**config.mk**
```make
export PLATFORM = sky130hd
export DESIGN_NAME = packer_fsm_flat
export DESIGN_NICKNAME = d
export VERILOG_FILES = /design/src/rtl/packer_pkg.sv /design/src/rtl/packer_if.sv /design/src/rtl/packer_fsm.sv /design/src/flat_wrapper.sv
export SDC_FILE = /design/constraint.sdc
export NUM_CORES = 2
export LEC_CHECK = 0
export ABC_AREA = 1
export CORE_AREA = 2 2 615 617
export DETAILED_ROUTE_END_ITERATION = 16
export DIE_AREA = 0 0 617 619
export PLACE_DENSITY = 0.45
export SETUP_SLACK_MARGIN = 0.3
export SYNTH_ARGS = -nofsm -noshare
export SYNTH_HDL_FRONTEND = slang
export SYNTH_SLANG_ARGS = --single-unit
```
**constraint.sdc**
```tcl
create_clock -name clk -period 6.4 [get_ports clk]
set_input_delay 1.28 -clock clk [delete_from_list [all_inputs] [get_ports clk]]
set_output_delay 1.28 -clock clk [all_outputs]
set_load 0.02 [all_outputs]
```
**src/rtl/packer_pkg.sv**
```systemverilog
// Shared types and constants for the 32B-to-160B packer.
package packer_pkg;

  localparam int unsigned WORD_BYTES = 32;
  localparam int unsigned MAX_WORDS  = 5;
  localparam int unsigned WORD_W     = 256;
  localparam int unsigned BEAT_W     = 1280;

  typedef enum logic [1:0] {
    StIdle,
    StAccum,
    StGap
  } state_e;

  // A word may carry 1..WORD_BYTES valid bytes.
  function automatic logic vbc_legal(input logic [7:0] vbc);
    return (vbc != 8'd0) && (vbc <= 8'(WORD_BYTES));
  endfunction

endpackage

```
**src/rtl/packer_if.sv**
```systemverilog
// Narrow input stream, wide output beat and configuration of the packer.
interface packer_if;
  import packer_pkg::*;

  logic [3:0]        cfg_gap;
  logic              val;
  logic              sop;
  logic              eop;
  logic [7:0]        vbc;
  logic [WORD_W-1:0] data;
  logic              ready;
  logic              o_val;
  logic              o_sop;
  logic              o_eop;
  logic [7:0]        o_vbc;
  logic [BEAT_W-1:0] o_data;
  logic              idle;
  logic              err;

  modport slave (
    input  cfg_gap, val, sop, eop, vbc, data,
    output ready, o_val, o_sop, o_eop, o_vbc, o_data, idle, err
  );

  modport master (
    output cfg_gap, val, sop, eop, vbc, data,
    input  ready, o_val, o_sop, o_eop, o_vbc, o_data, idle, err
  );

endinterface

```
**src/rtl/packer_fsm.sv**
```systemverilog
// Packs 32-byte words into 160-byte beats; the beat leaves on the edge that accepts its last word.
module packer_fsm
  import packer_pkg::*;
(
  input logic      clk,
  input logic      reset_L,
  packer_if.slave  bus
);

  state_e            state_q, state_d;
  logic [BEAT_W-1:0] acc_q, acc_d;
  logic [2:0]        cnt_q, cnt_d;
  logic [7:0]        sum_q, sum_d;
  logic              in_pkt_q, in_pkt_d;
  logic              first_q, first_d;
  logic [3:0]        gap_q, gap_d;
  logic              o_val_q, o_val_d;
  logic              o_sop_q, o_sop_d;
  logic              o_eop_q, o_eop_d;
  logic [7:0]        o_vbc_q, o_vbc_d;
  logic [BEAT_W-1:0] o_data_q, o_data_d;
  logic              err_q, err_d;

  logic [BEAT_W-1:0] acc_nxt;
  logic [7:0]        sum_nxt;
  logic [2:0]        slot, cnt_nxt;
  logic              first_now, short_word, close_beat, keep_pkt;

  always_comb begin
    state_d    = state_q;
    acc_d      = acc_q;
    cnt_d      = cnt_q;
    sum_d      = sum_q;
    in_pkt_d   = in_pkt_q;
    first_d    = first_q;
    gap_d      = gap_q;
    o_val_d    = 1'b0;
    o_sop_d    = 1'b0;
    o_eop_d    = 1'b0;
    o_vbc_d    = 8'd0;
    o_data_d   = '0;
    err_d      = 1'b0;
    acc_nxt    = acc_q;
    sum_nxt    = sum_q;
    slot       = cnt_q;
    cnt_nxt    = cnt_q;
    first_now  = first_q;
    short_word = 1'b0;
    close_beat = 1'b0;
    keep_pkt   = 1'b0;

    if (state_q == StGap) begin
      if (gap_q <= 4'd1) begin
        state_d = in_pkt_q ? StAccum : StIdle;
      end else begin
        gap_d = gap_q - 4'd1;
      end
    end else if (bus.val) begin
      if (!vbc_legal(bus.vbc)) begin
        err_d = 1'b1;
      end else if (!bus.sop && !in_pkt_q) begin
        err_d = 1'b1;
      end else begin
        // A sop mid-packet throws the partial beat away and restarts.
        if (bus.sop) begin
          err_d     = in_pkt_q;
          acc_nxt   = '0;
          sum_nxt   = 8'd0;
          slot      = 3'd0;
          first_now = 1'b1;
        end
        for (int k = 0; k < MAX_WORDS; k++) begin
          if (slot == 3'(k)) acc_nxt[(MAX_WORDS-1-k)*WORD_W +: WORD_W] = bus.data;
        end
        sum_nxt    = sum_nxt + bus.vbc;
        cnt_nxt    = slot + 3'd1;
        short_word = (bus.vbc < 8'(WORD_BYTES)) && !bus.eop;
        close_beat = bus.eop || short_word || (cnt_nxt == 3'(MAX_WORDS));
        if (short_word) err_d = 1'b1;

        if (close_beat) begin
          keep_pkt = !(bus.eop || short_word);
          o_val_d  = 1'b1;
          o_sop_d  = first_now;
          o_eop_d  = !keep_pkt;
          o_vbc_d  = sum_nxt;
          o_data_d = acc_nxt;
          acc_d    = '0;
          cnt_d    = 3'd0;
          sum_d    = 8'd0;
          in_pkt_d = keep_pkt;
          first_d  = 1'b0;
          if (bus.cfg_gap != 4'd0) begin
            state_d = StGap;
            gap_d   = bus.cfg_gap;
          end else begin
            state_d = keep_pkt ? StAccum : StIdle;
          end
        end else begin
          acc_d    = acc_nxt;
          cnt_d    = cnt_nxt;
          sum_d    = sum_nxt;
          in_pkt_d = 1'b1;
          first_d  = first_now;
          state_d  = StAccum;
        end
      end
    end
  end

  always_ff @(posedge clk or negedge reset_L) begin
    if (!reset_L) begin
      state_q  <= StIdle;
      acc_q    <= '0;
      cnt_q    <= 3'd0;
      sum_q    <= 8'd0;
      in_pkt_q <= 1'b0;
      first_q  <= 1'b0;
      gap_q    <= 4'd0;
      o_val_q  <= 1'b0;
      o_sop_q  <= 1'b0;
      o_eop_q  <= 1'b0;
      o_vbc_q  <= 8'd0;
      o_data_q <= '0;
      err_q    <= 1'b0;
    end else begin
      state_q  <= state_d;
      acc_q    <= acc_d;
      cnt_q    <= cnt_d;
      sum_q    <= sum_d;
      in_pkt_q <= in_pkt_d;
      first_q  <= first_d;
      gap_q    <= gap_d;
      o_val_q  <= o_val_d;
      o_sop_q  <= o_sop_d;
      o_eop_q  <= o_eop_d;
      o_vbc_q  <= o_vbc_d;
      o_data_q <= o_data_d;
      err_q    <= err_d;
    end
  end

  assign bus.ready  = (state_q != StGap);
  assign bus.idle   = (state_q == StIdle);
  assign bus.o_val  = o_val_q;
  assign bus.o_sop  = o_sop_q;
  assign bus.o_eop  = o_eop_q;
  assign bus.o_vbc  = o_vbc_q;
  assign bus.o_data = o_data_q;
  assign bus.err    = err_q;

endmodule

```
**src/flat_wrapper.sv**
```systemverilog
// flat-port wrapper written by rule: the top's interface ports become plain ports
module packer_fsm_flat import packer_pkg::*;
  (clk, reset_L, bus_cfg_gap, bus_val, bus_sop, bus_eop, bus_vbc, bus_data, bus_ready, bus_o_val, bus_o_sop, bus_o_eop, bus_o_vbc, bus_o_data, bus_idle, bus_err);
  packer_if bus_i ();
  input logic clk;
  input logic reset_L;
  input wire logic [$bits(bus_i.cfg_gap)-1:0] bus_cfg_gap;
  input wire logic [$bits(bus_i.val)-1:0] bus_val;
  input wire logic [$bits(bus_i.sop)-1:0] bus_sop;
  input wire logic [$bits(bus_i.eop)-1:0] bus_eop;
  input wire logic [$bits(bus_i.vbc)-1:0] bus_vbc;
  input wire logic [$bits(bus_i.data)-1:0] bus_data;
  output wire logic [$bits(bus_i.ready)-1:0] bus_ready;
  output wire logic [$bits(bus_i.o_val)-1:0] bus_o_val;
  output wire logic [$bits(bus_i.o_sop)-1:0] bus_o_sop;
  output wire logic [$bits(bus_i.o_eop)-1:0] bus_o_eop;
  output wire logic [$bits(bus_i.o_vbc)-1:0] bus_o_vbc;
  output wire logic [$bits(bus_i.o_data)-1:0] bus_o_data;
  output wire logic [$bits(bus_i.idle)-1:0] bus_idle;
  output wire logic [$bits(bus_i.err)-1:0] bus_err;
  assign bus_i.cfg_gap = bus_cfg_gap;
  assign bus_i.val = bus_val;
  assign bus_i.sop = bus_sop;
  assign bus_i.eop = bus_eop;
  assign bus_i.vbc = bus_vbc;
  assign bus_i.data = bus_data;
  assign bus_ready = bus_i.ready;
  assign bus_o_val = bus_i.o_val;
  assign bus_o_sop = bus_i.o_sop;
  assign bus_o_eop = bus_i.o_eop;
  assign bus_o_vbc = bus_i.o_vbc;
  assign bus_o_data = bus_i.o_data;
  assign bus_idle = bus_i.idle;
  assign bus_err = bus_i.err;
  packer_fsm u_core (.clk(clk), .reset_L(reset_L), .bus(bus_i));
endmodule
```
==> results.yml <==
setup_path:
  crit_arrival_ns: 5.08
  cp.required_ns: 7.23
  critPathBufInv: 3
  rrSetupSlack_ns: 2.64
  cp-start-kind: "input pin"
  critPathCaptureType: "register"
  crit_chain: "clkdlybuf4s50_1 -> inv_1 -> nand2_1 -> nor2_1 -> nand2_1 -> nand2_1 -> nand4_1 -> buf_4 -> nor2_1 -> and2_1"
  timing.rr.start: "u_core.state_q[1]"
  reg2reg_to: "u_core.bus.o_vbc[5]"
  crit_type: "in -> reg"
  cp_slowest_stage_delay_ns: 0.84
  critPathMostFrequentCell: "nand2_1"
  critPathLaunch: "bus_vbc[1]"
  crit_cells: 10
  rr_worst_depth: 7
  slowest_stage: "nor2_1"
  critPathTopFamily: "simple AND/OR/NAND/NOR gates"
  critical_path.max_fanout: 8
  endpoint: "u_core.bus.o_vbc[5]"
pwr:
  pwr-share-seq_pct: 43.6
  vdd_drop_max_uv: 189.6
  cellPowerDensity_nw_per_um2: 291.7
  cellInternalPower_mw: 29.28
  p_switching_mw: 11.16
  power.total_mw: 40.43
  power_frac_comb_pct: 11.4
  swShare_pct: 27.59
  p_leak_nw: 66.51
  p_clk_share_pct: 45.0
place:
  dpl.hpwl_um: 301500
  post-place-ws_ns: 1.263
  io_buffers: 1566
  gp_congestion: 0.8485
floorplan:
  die_area_um2: 381900
  die_w_um: 617
  core_area_um2: 374700
  io_pins: 1567
  die_y_um: 619
  start_util_pct: 28.68
  row_count: 225
sta:
  worstMarginPinSlew_ns: 1.095
  rsz0062_at_grt: "false"
  timing.fmax_mhz: 235.6
  fin_crit_sh_pct: 66.33
  worst_slack_ns: 2.155
  finalSetupViolations: 0
  drv_slew: 0
  slew_headroom_pct: 27.03
  fin_crit_ns: 4.245
  finalSetupTns_ns: 0
  hold_viol: 0
  skew_ns: 0.06379
cts:
  clock_path_buffers: 4
  cts_setup_buffers: 0
  ctsResizeCount: 0
  clkTransAtPathRegs_ns: 0.06
  cts_sinks: 2591
  tritoncts: "yes"
  clk_latency_ns: 0.94
  clockRootBuffer: "clkbuf_16"
  htreeDepth: 5
  cts_inserted_buffers: 311
  cts_hold_buf: 0
drt:
  via_count: 87270
  wl_per_cell_um: 24.07
  first_pass_iters: 5
  wl_um: 442700
  viasPerCell: 4.746
  drtIter0Drc: 7818
  drc: 0
  antenna_left: 0
grt:
  grt_max_degree: 165
  grt_pass1_wl_um: 634500
  gr-total-overflow: 0
  antenna_found_initial: 53
  grt_pass1_vias: 85290
  grt_usage_pct: 22.46
yosys:
  ys_warn_count: 0
  syn_nets: 12220
  syn_area_per_cell_um2: 9.003
  syn_area_um2: 107400
  seq_area_frac_synth_pct: 60.34
  synth_cell_type_count: 28
  ys_ff_latch: 2591
  syn_inst: 11930
final_layout:
  final_layout_size_suffix_gt1_share_pct: 5.607
  final_common_cell: "nand2_1"
  area_growth_pct: 29.03
  fin_nets: 13420
  layout_common_cells: "nand2_1, dfrtp_1, clkdlybuf4s50_1, o21ai_0, nand3_1"
  final_util_pct: 37.00
min_path:
  hp-class: "in -> async"
outcome:
  outcome: "complete, no violations"
run:
  drv_cap: 0
==> per-stage QoR <==
stage	hold WS, ns	std cells	instance area (um2)
6_report	0.2057	18390	138600
5_1_grt	0.2435	18380	138600
4_1_cts	0.2650	18370	138600
3_5_place_dp	0.4650	17820	128200
3_3_place_gp	0.4614	17820	128200
2_1_floorplan	0.4490	11930	107400
==> area by class of cell <==
| class | count | area, um2 |
|---|---|---|
| Fill cell | 37640 | 236100 |
| Sequential cell | 2591 | 64840 |
| Timing Repair Buffer | 1797 | 18670 |
| Multi-Input combinational cell | 7616 | 35340 |
| Antenna cell | 17 | 42.54 |
| Inverter | 817 | 3082 |
| Clock buffer | 450 | 9203 |
| Tap cell | 4994 | 6248 |
| Clock inverter | 106 | 1220 |
==> cell families (layout without fill, tap and decap cells) <==
group                    after synthesis  after routing  synth area share (%)
flip-flops                          2591           2591                 60.34
AND/OR/NAND/NOR                     6293           6293                 25.91
other                                  0             17                     0
buffers and inverters               1727           3170                 6.839
XOR/XNOR                               6              6               0.04891
AO/OA/AOI/OAI                       1301           1301                 6.669
adder cells (fa/ha/maj)               16             16                0.1933
==> layer usage <==
| metal | GRT usage, % | vias to the layer above | routed length (um) |
|---|---|---|---|
| li1 | - | 40500 | - |
| met1 | 29.18 | 43520 | 187200 |
| met2 | 36.42 | 2630 | 209300 |
| met3 | 3.831 | 616 | 23450 |
| met4 | 10.58 | 0 | 22700 |
| met5 | 0 | - | 0 |
==> power groups by stage <==
stage | logic (mW) | registers [mW] | clock network (mW)
2_1_floorplan | 2.61 | 17.8 | 0
3_3_place_gp | 4.66 | 17.9 | 0
3_5_place_dp | 4.67 | 17.9 | 0
4_1_cts | 4.69 | 17.6 | 18.7
5_1_grt | 5.14 | 17.7 | 19.4
6_report | 4.60 | 17.6 | 18.2
==> worst min path at each step <==
stage,endpoint,cells after the start
after floorplan,u_core.sum_q[5],2
after global placement,u_core.acc_q[1235],2
final,u_core.bus.o_data[486],1
after CTS,u_core.bus.o_data[486],1
after detailed placement,u_core.acc_q[884],2
after global routing,u_core.bus.o_data[486],1
==> registers in the layout (all words and copies together) (netlist names) <==
| register | count |
|---|---|
| u_core.acc_q | 1280 |
| u_core.bus.err | 1 |
| u_core.bus.o_data | 1280 |
| u_core.bus.o_eop | 1 |
| u_core.bus.o_sop | 1 |
| u_core.bus.o_val | 1 |
| u_core.bus.o_vbc | 8 |
| u_core.cnt_q | 3 |
| u_core.first_q | 1 |
| u_core.gap_q | 4 |
| u_core.in_pkt_q | 1 |
| u_core.state_q | 2 |
| u_core.sum_q | 8 |
==> cell usage after synthesis <==
cell / count / area, um2
nand2_1: 3928 / 14740
dfrtp_1: 2591 / 64840
o21ai_0: 1036 / 5185
nand3_1: 1032 / 5165
inv_1: 814 / 3055
nor3b_1: 761 / 5713
nor2_1: 554 / 2079
clkbuf_1: 424 / 1592
buf_2: 305 / 1526
a22oi_1: 256 / 1922
buf_1: 84 / 315.3
buf_4: 65 / 488.0
buf_6: 32 / 360.4
ha_1: 15 / 187.7
nand2_2: 6 / 37.54
xor2_1: 6 / 52.55
a21oi_1: 4 / 20.02
nand4_1: 4 / 25.02
inv_2: 3 / 11.26
nor2_4: 3 / 33.78
and2_1: 2 / 12.51
nand3_2: 2 / 20.02
o211ai_1: 2 / 15.01
fa_1: 1 / 20.02
nor3_1: 1 / 5.000
o2111ai_1: 1 / 8.760
o21a_1: 1 / 7.510
o31ai_1: 1 / 7.510
Note: power is estimated with default switching activity, not from simulation.
